[config.mk]
export PLATFORM = sky130hd
export DESIGN_NAME = gamma_lut_ctrl_flat
export DESIGN_NICKNAME = d
export VERILOG_FILES = /design/src/rtl/gamma_lut_ctrl_if.sv /design/src/rtl/gamma_lut_ctrl.sv /design/src/flat_wrapper.sv
export SDC_FILE = /design/constraint.sdc
export NUM_CORES = 1
export LEC_CHECK = 0
export CORE_UTILIZATION = 45
export CTS_CLUSTER_SIZE = 20
export DETAILED_ROUTE_END_ITERATION = 16
export GPL_TIMING_DRIVEN = 0
export PLACE_DENSITY = 0.74
export SYNTH_ARGS = -nofsm -noshare
export SYNTH_HDL_FRONTEND = slang
export SYNTH_SLANG_ARGS = --single-unit
[constraint.sdc]
create_clock -name clk -period 2.2 [get_ports clk]
set_input_delay 0.33 -clock clk [delete_from_list [all_inputs] [get_ports clk]]
set_output_delay 0.33 -clock clk [all_outputs]
set_load 0.01 [all_outputs]
[src/rtl/gamma_lut_ctrl_if.sv]
// Host configuration channel and LUT bank write port of the gamma LUT controller.
// The host (master) issues cfg writes; the controller (slave) drives the LUT write strobe.
interface gamma_lut_ctrl_if #(
    parameter int DW  = 12,
    parameter int AW  = 12,
    parameter int CHW = 2
);
    logic           cfg_valid;
    logic           cfg_ready;
    logic [CHW-1:0] cfg_ch;
    logic [AW-1:0]  cfg_addr;
    logic [DW-1:0]  cfg_data;

    logic           lut_we;
    logic           lut_bank;
    logic [CHW-1:0] lut_ch;
    logic [AW-1:0]  lut_addr;
    logic [DW-1:0]  lut_wdata;

    modport master (
        output cfg_valid, cfg_ch, cfg_addr, cfg_data,
        input  cfg_ready,
        input  lut_we, lut_bank, lut_ch, lut_addr, lut_wdata
    );

    modport slave (
        input  cfg_valid, cfg_ch, cfg_addr, cfg_data,
        output cfg_ready,
        output lut_we, lut_bank, lut_ch, lut_addr, lut_wdata
    );
endinterface

[src/rtl/gamma_lut_ctrl.sv]
// Gamma LUT configuration controller: identity fill after reset, host writes into the
// shadow bank, and active-bank swap deferred to the next start-of-frame after a commit.
module gamma_lut_ctrl #(
    parameter int DW  = 12,
    parameter int AW  = 12,
    parameter int NCH = 3,
    parameter int CHW = 2
) (
    input  logic            clk,
    input  logic            rstn,
    input  logic            sof,
    input  logic            cfg_commit,
    input  logic            cfg_bypass,
    gamma_lut_ctrl_if.slave bus,
    output logic            act_bank,
    output logic            gamma_bypass,
    output logic            init_done,
    output logic            swap_pending,
    output logic            swap_done,
    output logic            commit_err
);

    localparam int SHL = (DW >= AW) ? DW - AW : 0;
    localparam int SHR = (AW > DW) ? AW - DW : 0;
    localparam logic [CHW:0]   NCH_EXT  = (CHW + 1)'(NCH);
    localparam logic [CHW-1:0] LAST_CH  = CHW'(NCH - 1);

    typedef enum logic [1:0] {
        ST_INIT,
        ST_IDLE,
        ST_PEND
    } state_t;

    state_t         state_q, state_d;

    logic [CHW-1:0] fill_ch_q, fill_ch_d;
    logic           fill_bank_q, fill_bank_d;
    logic [AW-1:0]  fill_addr_q, fill_addr_d;

    logic           lut_we_q, lut_we_d;
    logic           lut_bank_q, lut_bank_d;
    logic [CHW-1:0] lut_ch_q, lut_ch_d;
    logic [AW-1:0]  lut_addr_q, lut_addr_d;
    logic [DW-1:0]  lut_wdata_q, lut_wdata_d;

    logic           act_bank_q, act_bank_d;
    logic           gamma_bypass_q, gamma_bypass_d;
    logic           init_done_q, init_done_d;
    logic           swap_done_q, swap_done_d;
    logic           commit_err_q, commit_err_d;

    logic           cfg_ready_c;
    logic           fill_last;
    logic           wr_accept;
    logic           ch_valid;

    // Identity curve: the address rescaled to the entry width.
    function automatic logic [DW-1:0] ident(input logic [AW-1:0] a);
        logic [AW+DW-1:0] w;
        w = {{DW{1'b0}}, a};
        w = (DW >= AW) ? (w << SHL) : (w >> SHR);
        return w[DW-1:0];
    endfunction

    assign fill_last = (state_q == ST_INIT) && (fill_ch_q == LAST_CH) &&
                       fill_bank_q && (&fill_addr_q);
    assign wr_accept = bus.cfg_valid && cfg_ready_c;
    assign ch_valid  = ({1'b0, bus.cfg_ch} < NCH_EXT);

    always_ff @(posedge clk or negedge rstn) begin
        if (!rstn) begin
            state_q        <= ST_INIT;
            fill_ch_q      <= '0;
            fill_bank_q    <= 1'b0;
            fill_addr_q    <= '0;
            lut_we_q       <= 1'b0;
            lut_bank_q     <= 1'b0;
            lut_ch_q       <= '0;
            lut_addr_q     <= '0;
            lut_wdata_q    <= '0;
            act_bank_q     <= 1'b0;
            gamma_bypass_q <= 1'b0;
            init_done_q    <= 1'b0;
            swap_done_q    <= 1'b0;
            commit_err_q   <= 1'b0;
        end else begin
            state_q        <= state_d;
            fill_ch_q      <= fill_ch_d;
            fill_bank_q    <= fill_bank_d;
            fill_addr_q    <= fill_addr_d;
            lut_we_q       <= lut_we_d;
            lut_bank_q     <= lut_bank_d;
            lut_ch_q       <= lut_ch_d;
            lut_addr_q     <= lut_addr_d;
            lut_wdata_q    <= lut_wdata_d;
            act_bank_q     <= act_bank_d;
            gamma_bypass_q <= gamma_bypass_d;
            init_done_q    <= init_done_d;
            swap_done_q    <= swap_done_d;
            commit_err_q   <= commit_err_d;
        end
    end

    // A sof coinciding with the commit is still seen in IDLE, so the swap waits for the next one.
    always_comb begin
        state_d = state_q;
        unique case (state_q)
            ST_INIT: if (fill_last)  state_d = ST_IDLE;
            ST_IDLE: if (cfg_commit) state_d = ST_PEND;
            ST_PEND: if (sof)        state_d = ST_IDLE;
            default:                 state_d = ST_INIT;
        endcase
    end

    always_comb begin
        cfg_ready_c  = (state_q == ST_IDLE);
        swap_pending = (state_q == ST_PEND);
    end

    always_comb begin
        fill_ch_d      = fill_ch_q;
        fill_bank_d    = fill_bank_q;
        fill_addr_d    = fill_addr_q;
        lut_we_d       = 1'b0;
        lut_bank_d     = lut_bank_q;
        lut_ch_d       = lut_ch_q;
        lut_addr_d     = lut_addr_q;
        lut_wdata_d    = lut_wdata_q;
        act_bank_d     = act_bank_q;
        gamma_bypass_d = gamma_bypass_q;
        init_done_d    = init_done_q;
        swap_done_d    = 1'b0;
        commit_err_d   = 1'b0;

        if (state_q == ST_INIT) begin
            lut_we_d    = 1'b1;
            lut_bank_d  = fill_bank_q;
            lut_ch_d    = fill_ch_q;
            lut_addr_d  = fill_addr_q;
            lut_wdata_d = ident(fill_addr_q);
            fill_addr_d = fill_addr_q + 1'b1;
            if (&fill_addr_q) begin
                fill_bank_d = ~fill_bank_q;
                if (fill_bank_q) fill_ch_d = fill_ch_q + 1'b1;
            end
            if (fill_last) begin
                fill_ch_d   = '0;
                init_done_d = 1'b1;
            end
        end

        // Host writes always target the shadow bank; out-of-range channels are swallowed.
        if (wr_accept && ch_valid) begin
            lut_we_d    = 1'b1;
            lut_bank_d  = ~act_bank_q;
            lut_ch_d    = bus.cfg_ch;
            lut_addr_d  = bus.cfg_addr;
            lut_wdata_d = bus.cfg_data;
        end

        if (state_q != ST_IDLE) commit_err_d = cfg_commit;

        if (state_q == ST_PEND && sof) begin
            act_bank_d     = ~act_bank_q;
            gamma_bypass_d = cfg_bypass;
            swap_done_d    = 1'b1;
        end
    end

    assign bus.cfg_ready = cfg_ready_c;
    assign bus.lut_we    = lut_we_q;
    assign bus.lut_bank  = lut_bank_q;
    assign bus.lut_ch    = lut_ch_q;
    assign bus.lut_addr  = lut_addr_q;
    assign bus.lut_wdata = lut_wdata_q;
    assign act_bank      = act_bank_q;
    assign gamma_bypass  = gamma_bypass_q;
    assign init_done     = init_done_q;
    assign swap_done     = swap_done_q;
    assign commit_err    = commit_err_q;

endmodule

[src/flat_wrapper.sv]
// flat-port wrapper written by rule: the top's interface ports become plain ports
module gamma_lut_ctrl_flat 
#(
    parameter int DW  = 12,
    parameter int AW  = 12,
    parameter int NCH = 3,
    parameter int CHW = 2
)
  (clk, rstn, sof, cfg_commit, cfg_bypass, act_bank, gamma_bypass, init_done, swap_pending, swap_done, commit_err, bus_cfg_valid, bus_cfg_ch, bus_cfg_addr, bus_cfg_data, bus_cfg_ready, bus_lut_we, bus_lut_bank, bus_lut_ch, bus_lut_addr, bus_lut_wdata);
  gamma_lut_ctrl_if #(.DW(DW), .AW(AW), .CHW(CHW)) bus_i ();
  input  logic clk;
  input  logic rstn;
  input  logic sof;
  input  logic cfg_commit;
  input  logic cfg_bypass;
  output logic act_bank;
  output logic gamma_bypass;
  output logic init_done;
  output logic swap_pending;
  output logic swap_done;
  output logic commit_err;
  input wire logic [$bits(bus_i.cfg_valid)-1:0] bus_cfg_valid;
  input wire logic [$bits(bus_i.cfg_ch)-1:0] bus_cfg_ch;
  input wire logic [$bits(bus_i.cfg_addr)-1:0] bus_cfg_addr;
  input wire logic [$bits(bus_i.cfg_data)-1:0] bus_cfg_data;
  output wire logic [$bits(bus_i.cfg_ready)-1:0] bus_cfg_ready;
  output wire logic [$bits(bus_i.lut_we)-1:0] bus_lut_we;
  output wire logic [$bits(bus_i.lut_bank)-1:0] bus_lut_bank;
  output wire logic [$bits(bus_i.lut_ch)-1:0] bus_lut_ch;
  output wire logic [$bits(bus_i.lut_addr)-1:0] bus_lut_addr;
  output wire logic [$bits(bus_i.lut_wdata)-1:0] bus_lut_wdata;
  assign bus_i.cfg_valid = bus_cfg_valid;
  assign bus_i.cfg_ch = bus_cfg_ch;
  assign bus_i.cfg_addr = bus_cfg_addr;
  assign bus_i.cfg_data = bus_cfg_data;
  assign bus_cfg_ready = bus_i.cfg_ready;
  assign bus_lut_we = bus_i.lut_we;
  assign bus_lut_bank = bus_i.lut_bank;
  assign bus_lut_ch = bus_i.lut_ch;
  assign bus_lut_addr = bus_i.lut_addr;
  assign bus_lut_wdata = bus_i.lut_wdata;
  gamma_lut_ctrl #(.DW(DW), .AW(AW), .NCH(NCH), .CHW(CHW)) u_core (.clk(clk), .rstn(rstn), .sof(sof), .cfg_commit(cfg_commit), .cfg_bypass(cfg_bypass), .bus(bus_i), .act_bank(act_bank), .gamma_bypass(gamma_bypass), .init_done(init_done), .swap_pending(swap_pending), .swap_done(swap_done), .commit_err(commit_err));
endmodule
Word level (Yosys, flattened, before mapping)
Index checks and enable logic that the tools add are counted.
Widths: inputs -> output; s select.
Word-level totals
  bits in registers: 50
  bits of input ports: 32
  output and inout bits: 35
  word-level logic and storage cells: 59
Operators by class
  add/sub/neg operators: 2
  order comparisons: 1
  equal/unequal tests: 7
  mux-type cells: 18
  bitwise operators: 2
  reduce and logical (&&, ||, !) cells: 15
Operator list (count)
  $mux 12: 3
  $mux 2: 8
  $reduce_and 13->1: 1
  $add 12x1->12 const B: 1
  $reduce_and 12->1: 1
  $logic_and 1x1->1: 6
  $mux 1: 6
  $pmux 2 s3: 1
  $reduce_and 3->1: 2
  $reduce_bool 2->1: 3
  $eq 2x2->1 const B: 2
  $ne 2x1->1 const B: 2
  $ne 2x2->1 const B: 2
  $add 2x1->2 const B: 1
  $eq 2x1->1 const B: 1
  $logic_not 2->1: 1
  $lt 2x2->1 const B: 1
  $not 1->1: 2
  $reduce_and 2->1: 1

Longest topological paths before layout
Gate-level depths: netlist (run 1).
  depth after elaboration: 6
  mapped depth: 7
  depth with buffers taken out: 5

Worst setup path before layout (run 1)
No wires, ideal clock.
  path type: register to register
  start point: register u_core.state_q[0]
  end point: register u_core.fill_ch_q[1]
  library setup time: 127 ps
  arrival: 1417 ps
  required time: 2073 ps
  setup slack: 656 ps
  stages on the path, launching flop included: 5
  path buffers: 0
  period minus slack after synthesis: 1544 ps
  cell sequence: dfrtp_1 -> and4bb_2 -> and4_4 -> and2_4 -> mux2_1
Between the ends
  word-level cells in the longest chain between the ends: 6
  elaborated cells between the ends (all ways): 8
  classes of those cells: mux: 1; reduce/logical: 7
Ends and longest elaborated chain
  from (decl): RTL line gamma_lut_ctrl.sv:34  | state_t state_q, state_d;
  from (signal assigned): RTL line gamma_lut_ctrl.sv:87  | state_q <= state_d;
  $logic_not 2->1 *: RTL line gamma_lut_ctrl.sv:65, gamma_lut_ctrl.sv:135
  $logic_and 1x1->1 (2 in a row): RTL line gamma_lut_ctrl.sv:65  | assign fill_last = (state_q == ST_INIT) && (fill_ch_q == LAST_CH) &&
  $logic_and 1x1->1: RTL line gamma_lut_ctrl.sv:66  | fill_bank_q && (&fill_addr_q);
  $reduce_bool 2->1 (no line)
  $reduce_and 3->1 (no line)
  to (signal assigned): RTL line gamma_lut_ctrl.sv:88  | fill_ch_q <= fill_ch_d;
  to (decl): RTL line gamma_lut_ctrl.sv:36  | logic [CHW-1:0] fill_ch_q, fill_ch_d;
Every way passes the cells marked *; elsewhere a longest branch is shown, timed or not.
A chain may end at the register's enable or synchronous reset.

Final worst setup path (run 1)
  start point: register u_core.state_q[1]
  end point: output port swap_pending
Between the ends
  word-level cells in the longest chain between the ends: 1
Ends and longest elaborated chain
  $eq 2x2->1: RTL line gamma_lut_ctrl.sv:117  | swap_pending = (state_q == ST_PEND);
  to (decl): RTL line flat_wrapper.sv:19  | output logic swap_pending;
Every way passes these cells.

==> metrics.md, run 1 <==
| Metric | Value |
|---|---|
| Crit. End Element | `output port` |
| Layout cells sized above 1 | `9.75%` |
| Actual slew at the worst max-slew pin | `624 ps` |
| Max incr delay on CP | `590 ps` |
| Largest net degree at the start of global routing | `27` |
| CTS Sinks | `50` |
| Clk_lat worst skew | `300 ps` |
| ANT cells | `0` |
| Worst hold path class | `input port to async pin` |
| Top-area cell type share of the netlist area | `59.9%` |
| Clk network pwr share | `between 30% and 40%` |
| IO buf count | `66` |
| Antenna violations before repair | `0` |
| Pwr Total | `0.00155 W` |
| Final Skew | `5.03 ps` |
| Crit path DAT | `1590 ps` |
| Worst path cell trace | `nor2b_1, clkdlybuf4s50_1` |
| Worst VDD drop | `0.402 mV` |
| Top Ports | `67` |
| ANT nets after route | `0` |
| Async SR Flop Fraction | `100%` |
| Worst path required time | `1870 ps` |
| Top-count cell post-synth | `dfrtp_1` |
| Switching Fraction | `20.8%` |
| LEAKAGE | `1.31 nW` |
| Internal power | `0.00123 W` |
| Final setup fails | `0` |
| GRT Util Overall | `21.5%` |
| Status | `finished, final reports clean` |
| Max-slew violations | `0` |
| Routability Congestion | `roughly 0.77` |
| Vias in the first global route | `1669` |
| Synthesized area per cell | `13.0 um2` |
| Die ar. | `0.00492 mm2` |
| Worst-path clk slew | `80 ps` |
| YS warnings | `0` |
| CP Max Fanout | `5` |
| WL/cell | `16.7 um` |
| Vias/cell | `~5.5` |
| Global route overflow | `0` |
| Final min period | `1920 ps` |
| Final #Nets | `269` |
| Slowest-stage cell, CP | `clkdlybuf4s50_1` |
| Die Y-Extent | `70.1 um` |
| Sequential power share | `59.3%` |
| Post-Syn Nets | `~200` |
| Worst hold slack | `40.2 ps` |
| Area grow syn2layout | `40.2%` |
| Flops & latches, synth | `50` |
| Number of max-cap violations | `0` |
| Cells after Synth | `~160` |
| Clock buffer depth | `2` |
| Worst R2R Path Depth | `4` |
| Slew headroom | `roughly three fifths` |
| Worst setup SP type | `flip-flop` |
| Row count | `24` |
| Cell Pwr Density | `530 mW/mm2` |
| Area of the core | `0.00441 mm2` |
| Gate power share | `~5.6%` |
| Fmax achieved | `about 520 MHz` |
| Synthesized area | `0.00209 mm2` |
| CTS buffer count | `5` |
| H-tree depth | `2` |
| Post-synthesis sequential area ratio | `59.9%` |
| # DRC | `0` |
| Synth cell types | `27` |
| Post-DP HPWL | `about 3700 um` |
| DR iter-0 viols | `96` |
| Sw power | `0.000323 W` |
| Synth area leaders | `dfrtp_1, a221o_1, xnor2_1, and2_1, buf_6` |
| WL final | `4820 um` |
| Hold Vio Cnt, Final | `0` |
| Period utilization | `approximately 87%` |
| Number of setup buffers added after CTS | `0` |
| Dominant synthesized flop cell | `dfrtp_1` |
| Post-CTS Hold Buffers | `0` |
| DRT Pass-1 Iters | `4` |
| Chip width | `70.1 um` |
| EDFF count, synth | `0` |
| First-pass GRT wire length | `8140 um` |
| Largest area contributor in the netlist | `dfrtp_1` |
| Root Driver | `clkbuf_8` |
| CTS tree | `done` |
| Critical path class | `flip-flop to output port` |
| RSZ-0062 raised after global routing | `no` |
| Quantity of gates resized following cts | `0` |
| DR vias | `1593` |
| Synth top cells by count | `dfrtp_1, a221o_1, and2_1, nand2_1, xnor2_1` |
| Initial Util | `between 40% and 50%` |
-- per-stage QoR --
step | utilization, % | worst slack [ps] | TNS (ps) | cell area (um2) | cells
floorplan | - | 656 | 0 | 2090 | 161
global placement | 63.7 | -509 | -25360 | 2810 | 279
detailed placement | 64.3 | 287 | 0 | 2840 | 280
CTS | 66.3 | 291 | 0 | 2930 | 288
global route | 66.3 | 232 | 0 | 2930 | 288
finish | 66.3 | 281 | 0 | 2930 | 288
-- flip-flops by register name, summed over array words and instances (netlist names), 2 cells and up --
register              count
u_core.bus.lut_addr      12
u_core.bus.lut_ch         2
u_core.bus.lut_wdata     12
u_core.fill_addr_q       12
u_core.fill_ch_q          2
u_core.state_q            2
-- power groups by stage --
stage	sequential, W	combinational (W)	clock (W)
CTS	0.000919	0.0000884	0.000552
detailed placement	0.000938	0.0000882	0
floorplan	0.000938	0.00000311	0
global placement	0.000938	0.0000804	0
global route	0.000920	0.0000939	0.000592
finish	0.000919	0.0000863	0.000545
-- cells in the final DEF, fill, tap and decap left out, types with 2 or more instances in the layout --
master	n
clkdlybuf4s50_1	65
a221o_1	26
dfrtp_1	50
xnor2_1	9
clkbuf_8	6
and2_1	12
ha_1	2
nor2b_1	3
buf_6	4
nand3_1	3
nand4_1	4
inv_1	8
nor2_1	8
xor2_1	4
nand2_1	10
mux2_2	2
buf_2	4
a22oi_1	2
-- per-layer routing --
layer / global-route usage [%] / wire length [um]
met5: 0 / 0
met4: 5.78 / 49
met3: 5.34 / 212
met2: 34.3 / 2280
met1: 29.5 / 2280
-- logic make-up (layout without fill, tap and decap cells) --
group,Yosys count,in the layout,share of synthesized area [%]
muxes,3,3,1.62
buffers and inverters,15,90,4.31
AOI/OAI and AO/OA,32,32,15.2
adders and majority gates,2,2,1.20
and+or+nand+nor,46,46,12.3
DFF,50,50,59.9
xor gates and xnor gates,13,13,5.45
-- cell type report --
class | instances | area, um2
Inverter | 8 | 30.0
Sequential cell | 50 | 1250
Timing Repair Buffer | 67 | 683
Clock buffer | 7 | 86.3
Buffer | 7 | 60.1
Clock inverter | 1 | 5.00
Tap cell | 52 | 65.1
Multi-Input combinational cell | 96 | 747
Fill cell | 333 | 1490
-- worst paths after layout --
check	from	end	slack (ps)
max	u_core.state_q[1]	swap_pending	280
min	rstn	u_core.act_bank	40
max reg2reg	u_core.state_q[1]	u_core.bus.lut_addr[3]	470
min reg2reg	u_core.init_done	u_core.init_done	470
max in group asynchronous	rstn	u_core.fill_addr_q[2]	1620
min in group clk	u_core.init_done	u_core.init_done	470
-- worst max-delay path: cells and delay by family, from the launching register on --
family                 cells  cell delay, ps
and+or+nand+nor            1             280
DFF                        1             420
buffers and inverters      1             590
Power figures use the tool's default switching activity.
==> run 2, diff against run 1 <==
- ABC_AREA: unset -> 1
- PLACE_DENSITY: 0.74 -> 0.73
==> metrics.md, run 2 <==
| Metric | Value |
|---|---|
| Final setup fails | `0 (unchanged)` |
| Fill cells | `417 (+25%)` |
| Actual slew at the worst max-slew pin | `539 ps (-84.9 ps)` |
| Fmax achieved | `532 MHz (+2.1%)` |
| Period utilization | `85.4% (-1.8 points)` |
| Critical path class | `flip-flop to output port` |
| Synth cell types | `23 (-15%)` |
| Synthesized area | `0.00227 mm2 (+8.7%)` |
| First-pass GRT wire length | `8830 um (+8.5%)` |
| Initial Util | `47.5% (+0.14 points)` |
| Largest net degree at the start of global routing | `29 (+7.4%)` |
| Crit. End Element | `output port` |
| Area grow syn2layout | `37.5%` |
| Post-synthesis sequential area ratio | `55.1% (-4.8 points)` |
| Global route overflow | `0 (unchanged)` |
| DR vias | `1960 (+23%)` |
| Worst VDD drop | `0.699 mV (+74%)` |
| Top-area cell type share of the netlist area | `55.1% (-4.8 points)` |
| EDFF count, synth | `0 (unchanged)` |
| Top-count cell post-synth | `nand2_1` |
| CTS Sinks | `50 (unchanged)` |
| CTS tree | `done` |
| Die ar. | `0.00533 mm2 (+8.5%)` |
| Cells after Synth | `260 (+61%)` |
| Worst-path clk slew | `90 ps (about the same)` |
| Adder-cell share of the synthesized area | `1.10% (-0.096 points)` |
| Clock buffer depth | `2 (unchanged)` |
| Root Driver | `clkbuf_8` |
| Cell Pwr Density | `1200 mW/mm2 (+130%)` |
| Number of setup buffers added after CTS | `0 (unchanged)` |
| Largest area contributor in the netlist | `dfrtp_1` |
| Synth Area in XOR/XNOR | `3.09% (-2.4 points)` |
| Vias in the first global route | `1956 (+17%)` |
| DRT Pass-1 Iters | `4 (unchanged)` |
| Die Y-Extent | `73.0 um (+4.2%)` |
| Post-Syn Nets | `294 (+51%)` |
| Final min period | `1880 ps (-38.8 ps)` |
| Slew headroom | `64.1% (+5.7 points)` |
| CP Max Fanout | `4 (-1)` |
| Layout cells sized above 1 | `7.76% (-2.0 points)` |
| Top Ports | `67 (unchanged)` |
| Worst hold path class | `input port to async pin` |
| Clk_lat worst skew | `300 ps (about the same)` |
| Number of max-cap violations | `0 (unchanged)` |
| Hold Vio Cnt, Final | `0 (unchanged)` |
| Status | `finished, final reports clean` |
| Final #Nets | `368 (+37%)` |
| Post-synthesis simple-gate area fraction | `25.1% (+13 points)` |
| Synthesized area per cell | `8.73 um2 (-33%)` |
| Final core occ | `65.2% (-1.1 points)` |
| Routability Congestion | `0.797 (+3.3%)` |
| Leading cell types in the layout, fill and taps excluded | `nand2_1, clkdlybuf4s50_1, dfrtp_1` |
| YS warnings | `0 (unchanged)` |
| Row count | `25 (+4.2%)` |
| Max-slew violations | `0 (unchanged)` |
| Synth top cells by count | `nand2_1, dfrtp_1, inv_1, a21oi_1, nor2_1` |
| Chip width | `73.0 um (+4.2%)` |
| ANT nets after route | `0 (unchanged)` |
| Worst hold slack | `1.62 ps (-38.5 ps)` |
| ANT cells | `0 (unchanged)` |
| CTS buffer count | `5 (unchanged)` |
| Area of the core | `0.00479 mm2 (+8.4%)` |
| GRT Util Overall | `21.8% (+0.27 points)` |
| Worst setup SP type | `flip-flop` |
| Multiplexer share of the synthesized area | `0% (-1.6 points)` |
| Antenna violations before repair | `0 (unchanged)` |
| Async SR Flop Fraction | `100% (unchanged)` |
| RSZ-0062 raised after global routing | `no` |
| IO buf count | `66 (unchanged)` |
| Post-CTS Hold Buffers | `0 (unchanged)` |
| Quantity of gates resized following cts | `0 (unchanged)` |
| Final Skew | `7.17 ps (+2.14 ps)` |
| Synth area leaders | `dfrtp_1, nand2_1, a21oi_1, inv_1, nor2_1` |
| Crit path DAT | `1550 ps (-40 ps)` |
| # DRC | `0 (unchanged)` |
| Largest family of logic cells by synthesized area | `simple AND/OR/NAND/NOR gates` |
| LEAKAGE | `1.54 nW (+17%)` |
| Vias/cell | `4.88 (-12%)` |
| DR iter-0 viols | `92 (-4.2%)` |
| Post-DP HPWL | `4010 um (+9.6%)` |
| Synth Area in Compound Gates | `8.15% (-7.1 points)` |
| WL/cell | `13.1 um (-22%)` |
| WL final | `5280 um (+9.5%)` |
| Worst path required time | `1870 ps (about the same)` |
| Dominant synthesized flop cell | `dfrtp_1` |
| Flops & latches, synth | `50 (unchanged)` |
| H-tree depth | `2 (unchanged)` |
| Commonest non-fill, non-tap cell in the layout | `nand2_1` |
| Pwr Total | `0.00374 W (+140%)` |
==> run 2: cell types whose count changed after synthesis, moves of 4 or more <==
cell / before / now
a21oi_1: 0 / 27
a221o_1: 26 / 0
and2_1: 12 / 0
inv_1: 8 / 28
nand2_1: 10 / 87
nor2_1: 8 / 21
nor2_2: 0 / 4
xnor2_1: 9 / 1
==> run 2: layout make-up <==
class | count | area (um2) | share of cell area [%]
Sequential cell | 50 | 1250 | 40.1
Multi-Input combinational cell | 175 | 851 | 27.3
Timing Repair Buffer | 67 | 676 | 21.6
Inverter | 29 | 109 | 3.49
Clock buffer | 7 | 86.3 | 2.77
Tap cell | 67 | 83.8 | 2.69
Buffer | 6 | 60.1 | 1.92
Clock inverter | 1 | 5.00 | 0.160
==> run 2: metrics by stage <==
step	TNS (ps)	cell area (um2)	cells	setup WS [ps]
finish	0	3120	402	320
global route	0	3120	402	252
CTS	0	3120	402	309
detailed placement	0	3030	394	523
global placement	-32670	3020	393	-657
floorplan	0	2270	260	945
==> run 2: metal layers <==
| layer | GRT usage (%) | part of all wire [%] |
|---|---|---|
| met5 | 0 | 0 |
| met4 | 8.50 | 2.6 |
| met3 | 5.52 | 5.8 |
| met2 | 35.7 | 47 |
| met1 | 27.6 | 45 |
==> run 2: worst max-delay path: stages, from the launching register on <==
cell,delay (ps)
dfrtp_1,420
inv_2,100
nand2_2,110
inv_1,100
clkdlybuf4s50_1,530
==> run 2: logic make-up (layout without fill, tap and decap cells) <==
logic type,after synthesis,count (layout)
flops,50,50
simple gates,130,130
fa+ha+maj,2,2
xor+xnor,8,8
buf+inv,35,110
compound gates,35,35
==> run 2: power breakdown <==
group	switching, W	internal [W]	total, W
Combinational	0.000896	0.000848	0.00174
Clock	0.000284	0.000254	0.000538
Sequential	0.000220	0.00124	0.00146
Total	0.00140	0.00234	0.00374
==> run 2: worst paths after layout <==
check | to | slack (ps) | start | depth (start not counted)
hold reg to reg | u_core.init_done | 480 | u_core.init_done | 2
max in group asynchronous | u_core.bus.lut_wdata[8] | 1660 | rstn | 2
min in group clk | u_core.init_done | 480 | u_core.init_done | 2
setup / recovery | bus_cfg_ready | 320 | u_core.state_q[1] | 4
setup reg to reg | u_core.fill_ch_q[0] | 680 | u_core.fill_addr_q[0] | 6
hold / removal | u_core.bus.lut_wdata[2] | 2 | rstn | 1
==> RTL change 1, RTL diff (config.mk and constraints of run 1) <==
Encoding of `state_t`: now one-hot (3 bits for 3 states).
--- a/src/rtl/gamma_lut_ctrl.sv
+++ b/src/rtl/gamma_lut_ctrl.sv
@@ -27,6 +27,6 @@
 
-    typedef enum logic [1:0] {
-        ST_INIT,
-        ST_IDLE,
-        ST_PEND
+    typedef enum logic [2:0] {
+        ST_INIT = 3'b001,
+        ST_IDLE = 3'b010,
+        ST_PEND = 3'b100
     } state_t;
Function: no difference found for any inputs over 10 cycles, from zero or initial values and one cycle with rstn low; not proved beyond that.
==> RTL change 1 against run 1 <==
Non-clock buffer count up 3. Cell area up 4.1%. Worst setup slack worse by 150 ps. First-iteration DRC count down 25%. Area after synthesis up 4.8%. Sequential cell count up 1. Routed wire length up 2.7%. Hold slack better by 410 ps.
Power is not compared: it rests on default switching activity, and its combinational part moved more than twofold at a synthesized area within 25%.
==> RTL change 1: results (changes against run 1) <==
\begin{tabular}{lr}
\hline
Metric & Value \\
\hline
\multicolumn{2}{l}{\textbf{Status}} \\
Run status & finished clean (unchanged) \\
\multicolumn{2}{l}{\textbf{Finish}} \\
Clock network contribution to total cell area & 0.03244 (was 0.03120) \\
Multi-input combinational cell count & 105 (was 96) \\
Fraction of area in registers & 0.4193 (was 0.4274) \\
Multi-input combinational area share & 0.2719 (was 0.2551) \\
Non-clock buffers & 77 (was 74) \\
Nonclk inv count & 7 (was 8) \\
Fraction of cell area in non-clock buffers & 0.2456 (was 0.2538) \\
Number of clock buffers in the layout & 6 (was 7) \\
Number of inserted diodes & 0 (unchanged) \\
Fillers & 370 (was 333) \\
Share of layout cells above drive strength 1 & 0.1008 (was 0.09746) \\
\multicolumn{2}{l}{\textbf{Timing}} \\
Least-Margin Pin Slew & 571.1 ps (was 624.2 ps) \\
Post-route clock skew & 5.776 ps (was 5.032 ps) \\
\multicolumn{2}{l}{\textbf{Synthesis}} \\
Synth Area in Compound Gates & 0.1481 (was 0.1522) \\
Xor-xnor portion of the synthesized cell area & 0.05603 (was 0.05452) \\
Post-synthesis mux area share & 0.01544 (was 0.01618) \\
Number of different library cells in the post-synthesis netlist & 33 (was 27) \\
Yosys reg bits & 51 (was 50) \\
Leading post-synthesis cells by cell area & sky130\_fd\_sc\_hd\_\_dfrtp\_1, sky130\_fd\_sc\_hd\_\_a221o\_1, sky130\_fd\_sc\_hd\_\_and2\_1 (was sky130\_fd\_sc\_hd\_\_dfrtp\_1, sky130\_fd\_sc\_hd\_\_a221o\_1, sky130\_fd\_sc\_hd\_\_xnor2\_1) \\
Synth cell count leaders & sky130\_fd\_sc\_hd\_\_dfrtp\_1, sky130\_fd\_sc\_hd\_\_a221o\_1, sky130\_fd\_sc\_hd\_\_and2\_1 (unchanged) \\
Synthesized netlist net count & 206 (was 195) \\
\multicolumn{2}{l}{\textbf{Place}} \\
Post-Place Setup Slack & 243.3 ps (was 287.5 ps) \\
DP Wirelength & 3684 um (was 3655 um) \\
Placer congestion estimate & 0.8458 (was 0.7721) \\
\multicolumn{2}{l}{\textbf{GRT}} \\
First-pass GRT wire length & 7990 um (was 8142 um) \\
Maximum number of pins on one net before global-route repair & 41 (was 27) \\
GRT Util Overall & 0.2044 (was 0.2151) \\
Vias in the first global route & 1626 (was 1669) \\
\multicolumn{2}{l}{\textbf{Route}} \\
Detailed-router iteration count before antenna repair & 6 (was 4) \\
Routed length per placed instance & 16.40 um (was 16.74 um) \\
Detailed router's first-iteration violation count & 72 (was 96) \\
Vias after detailed routing & 1663 (was 1593) \\
\multicolumn{2}{l}{\textbf{Pwr}} \\
Worst vdd ir & 0.0004399 V \\
\multicolumn{2}{l}{\textbf{Critical path}} \\
Data arrival time at the worst-slack endpoint & 1740 ps (was 1590 ps) \\
Maximum net fanout on the critical path & 8 (was 5) \\
\multicolumn{2}{l}{\textbf{Clock network}} \\
Count of hold-fix buffers inserted at cts & 1 (was 0) \\
\hline
\end{tabular}
[RTL change 1: cell types whose count changed after synthesis, moves of 2 or more]
cell / change
sky130_fd_sc_hd__nor3_1: +3
sky130_fd_sc_hd__nor3b_2: +2
sky130_fd_sc_hd__buf_4: +3
sky130_fd_sc_hd__nand4_1: +2
sky130_fd_sc_hd__clkbuf_1: +2
sky130_fd_sc_hd__a22oi_1: -2
sky130_fd_sc_hd__nor2b_1: -2
sky130_fd_sc_hd__xor2_1: +3
sky130_fd_sc_hd__xnor2_1: -2
sky130_fd_sc_hd__nand2_1: -3
sky130_fd_sc_hd__nor3b_1: +2
sky130_fd_sc_hd__nor4_1: +4
sky130_fd_sc_hd__buf_6: -2
[RTL change 1: stage by stage]
step                      total power [mW]  instance area, um^2  cells
final                                2.577                 3047    302
after global routing                 2.715                 3047    302
after CTS                            2.590                 3040    302
after detailed placement             2.031                 2932    293
after global placement               2.015                 2917    292
after floorplan                      1.610                 2188    172
[RTL change 1: final timing paths]
check                           cells after the start                               from                              end  slack, ps
worst max register to register                      4  u_core.fill_addr_q[0]$_DFFE_PN0N_  u_core.fill_ch_q[1]$_DFFE_PN0P_        340
worst min register to register                      1       u_core.init_done$_DFFE_PN0P_     u_core.init_done$_DFFE_PN0P_        470
min in group clk                                    1       u_core.init_done$_DFFE_PN0P_     u_core.init_done$_DFFE_PN0P_        470
max in group asynchronous                           3                               rstn    u_core.state_q[0]$_DFFE_PN1P_       1210
worst min-delay path                                2                               rstn     u_core.init_done$_DFFE_PN0P_        450
worst max-delay path                                3      u_core.state_q[2]$_DFFE_PN0P_                    bus_cfg_ready        130
[RTL change 1: layer usage]
layer  track usage  up-vias  part of all wire
li1              -      795                 -
met1        0.2747      834              0.47
met2        0.3270       30              0.49
met3       0.04641        4             0.032
met4       0.07190        0             0.010
met5             0        -                 0
==> RTL change 2, RTL diff (flow settings as in run 1) <==
Without the edit above. `DW` is set to 12 in 3 places; all go to 14.
--- a/src/rtl/gamma_lut_ctrl_if.sv
+++ b/src/rtl/gamma_lut_ctrl_if.sv
@@ -3,3 +3,3 @@
 interface gamma_lut_ctrl_if #(
-    parameter int DW  = 12,
+    parameter int DW  = 14,
     parameter int AW  = 12,
--- a/src/rtl/gamma_lut_ctrl.sv
+++ b/src/rtl/gamma_lut_ctrl.sv
@@ -3,3 +3,3 @@
 module gamma_lut_ctrl #(
-    parameter int DW  = 12,
+    parameter int DW  = 14,
     parameter int AW  = 12,
--- a/src/flat_wrapper.sv
+++ b/src/flat_wrapper.sv
@@ -3,3 +3,3 @@
 #(
-    parameter int DW  = 12,
+    parameter int DW  = 14,
     parameter int AW  = 12,
Interface: changed (resized bus_cfg_data and bus_lut_wdata); port bits go from 67 to 71. The function was not compared with the original's and may differ.
==> RTL change 2 against run 1 <==
The flow now finishes with violations (negative hold slack). Sequential cell count up 2. Worst setup slack better by 5.5 ps. Routed wire length up 1.3%. First-iteration DRC count up 13%. Cell count up 11%. Cell area up 5.4%. Area after synthesis up 5.2%. Highest routed layer unchanged.
Power is not compared: it rests on default switching activity, and its combinational part moved more than twofold at a synthesized area within 25%.
==> RTL change 2: results (changes against run 1) <==
\begin{tabular}{lr}
\hline
Metric & Value \\
\hline
\multicolumn{2}{l}{\textbf{Synthesis}} \\
Post-Synth Adder-Cell Area & 0.01140 (was 0.01198) \\
Part of the Yosys area used for sequential elements & 0.5926 (was 0.5992) \\
Synth cell count leaders & sky130\_fd\_sc\_hd\_\_dfrtp\_1, sky130\_fd\_sc\_hd\_\_a221o\_1, sky130\_fd\_sc\_hd\_\_and2\_1 (unchanged) \\
Number of different library cells in the post-synthesis netlist & 31 (was 27) \\
Post-synthesis mux area share & 0.02051 (was 0.01618) \\
Leading post-synthesis cells by cell area & sky130\_fd\_sc\_hd\_\_dfrtp\_1, sky130\_fd\_sc\_hd\_\_a221o\_1, sky130\_fd\_sc\_hd\_\_and2\_1 (was sky130\_fd\_sc\_hd\_\_dfrtp\_1, sky130\_fd\_sc\_hd\_\_a221o\_1, sky130\_fd\_sc\_hd\_\_xnor2\_1) \\
Xor-xnor portion of the synthesized cell area & 0.05185 (was 0.05452) \\
Synth Area per Inst & 12.69 um\^{}2 (was 12.97 um\^{}2) \\
Synth Area in Compound Gates & 0.1527 (was 0.1522) \\
Synthesized netlist net count & 209 (was 195) \\
\multicolumn{2}{l}{\textbf{Critical path}} \\
Startpoint of the worst-slack reg-to-reg timing path & u\_core.state\_q[0]\$\_DFFE\_PN0P\_ (was u\_core.state\_q[1]\$\_DFFE\_PN0P\_) \\
Reg2Reg Capture Point & u\_core.fill\_addr\_q[1]\$\_DFFE\_PN0N\_ (was u\_core.bus.lut\_addr[3]\$\_DFFE\_PN0P\_) \\
Crit path largest cell delay & 560 ps (was 590 ps) \\
FF-to-FF setup slack & 330 ps (was 470 ps) \\
\multicolumn{2}{l}{\textbf{Timing}} \\
Final count of hold timing violations & 7 (was 0) \\
Worst Hold Slack & -8.963 ps (was 40.17 ps) \\
Slew headroom & 0.6563 (was 0.5839) \\
Maximum frequency from static timing analysis & 522.7 MHz (was 521.2 MHz) \\
\multicolumn{2}{l}{\textbf{Finish}} \\
Count of nets after finishing & 287 (was 269) \\
Share of layout cells above drive strength 1 & 0.09524 (was 0.09746) \\
\multicolumn{2}{l}{\textbf{Status}} \\
Failing checks & negative hold slack \\
Run status & complete, but fails checks (was finished clean) \\
\multicolumn{2}{l}{\textbf{Place}} \\
DP Wirelength & 3676 um (was 3655 um) \\
Inst Count DP & 311 (was 280) \\
Post-Place Setup Slack & 111.1 ps (was 287.5 ps) \\
Quantity of I/O buffers inserted on ports & 70 (was 66) \\
\multicolumn{2}{l}{\textbf{Route}} \\
Vias after detailed routing & 1712 (was 1593) \\
Routed length per placed instance & 15.32 um (was 16.74 um) \\
Detailed router's first-iteration violation count & 108 (was 96) \\
Via-per-instance ratio & 5.367 (was 5.531) \\
\multicolumn{2}{l}{\textbf{Clock network}} \\
Clock slew at the register clock pins of the worst setup and hold paths & 90 ps \\
\multicolumn{2}{l}{\textbf{GRT}} \\
First-pass GRT wire length & 8183 um (was 8142 um) \\
GRT Util Overall & 0.2069 (was 0.2151) \\
Maximum number of pins on one net before global-route repair & 31 (was 27) \\
\hline
\end{tabular}
[RTL change 2: how the worst max path moves through the flow]
stage                                   from                              endpoint
6_report       u_core.state_q[0]$_DFFE_PN0P_                          swap_pending
5_1_grt        u_core.state_q[0]$_DFFE_PN0P_     u_core.fill_addr_q[1]$_DFFE_PN0N_
4_1_cts        u_core.state_q[0]$_DFFE_PN0P_                          swap_pending
3_5_place_dp                   bus_cfg_valid    u_core.bus.lut_addr[9]$_DFFE_PN0P_
3_3_place_gp                            rstn  u_core.bus.lut_wdata[13]$_DFFE_PN0P_
2_1_floorplan  u_core.state_q[0]$_DFFE_PN0P_       u_core.fill_ch_q[0]$_DFFE_PN0P_
[RTL change 2: area by class of cell]
class	count	area, um^2
fill	375	1638
buffer	9	50.05
clock buffer	8	90.09
tap	67	83.83
sequential	52	1301
inverter	7	26.28
timing repair buffer	71	715.7
multi-input combinational	105	818.3
[RTL change 2: worst reg2reg max path: stages, from the launching register on]
cell	delay, ps
sky130_fd_sc_hd__dfrtp_1	380
sky130_fd_sc_hd__buf_2	180
sky130_fd_sc_hd__nor2_1	390
sky130_fd_sc_hd__clkbuf_1	430
sky130_fd_sc_hd__mux2_2	390
[RTL change 2: stage by stage]
step / instance area [um^2] / hold WS [ps]
2_1_floorplan: 2196 / 34.41
3_3_place_gp: 2980 / 442.2
3_5_place_dp: 2995 / 332.5
4_1_cts: 3085 / 7.594
5_1_grt: 3085 / 29.96
6_report: 3085 / -8.963
[RTL change 2: per-layer routing]
layer	part of all wire	global-route usage	vias to the layer above	wire length [um]
li1	-	-	804	-
met1	0.49	0.3098	852	2384
met3	0.052	0.04360	5	252
met2	0.45	0.3113	51	2205
met5	0	0	-	0
met4	0.0092	0.04575	0	45
[RTL change 2: kinds of logic after synthesis]
| logic type | count (synthesis) |
|---|---|
| AOI/OAI and AO/OA | 37 |
| xor gates and xnor gates | 13 |
| adders and majority gates | 2 |
| buffers and inverters | 16 |
| DFF | 52 |
| muxes | 4 |
| and+or+nand+nor | 49 |
[RTL change 2: report_power, final]
part | switching, mW | internal, mW | total (mW)
Clock | 0.295 | 0.257 | 0.552
Combinational | 0.486 | 0.615 | 1.10
Sequential | 0.183 | 1.19 | 1.37
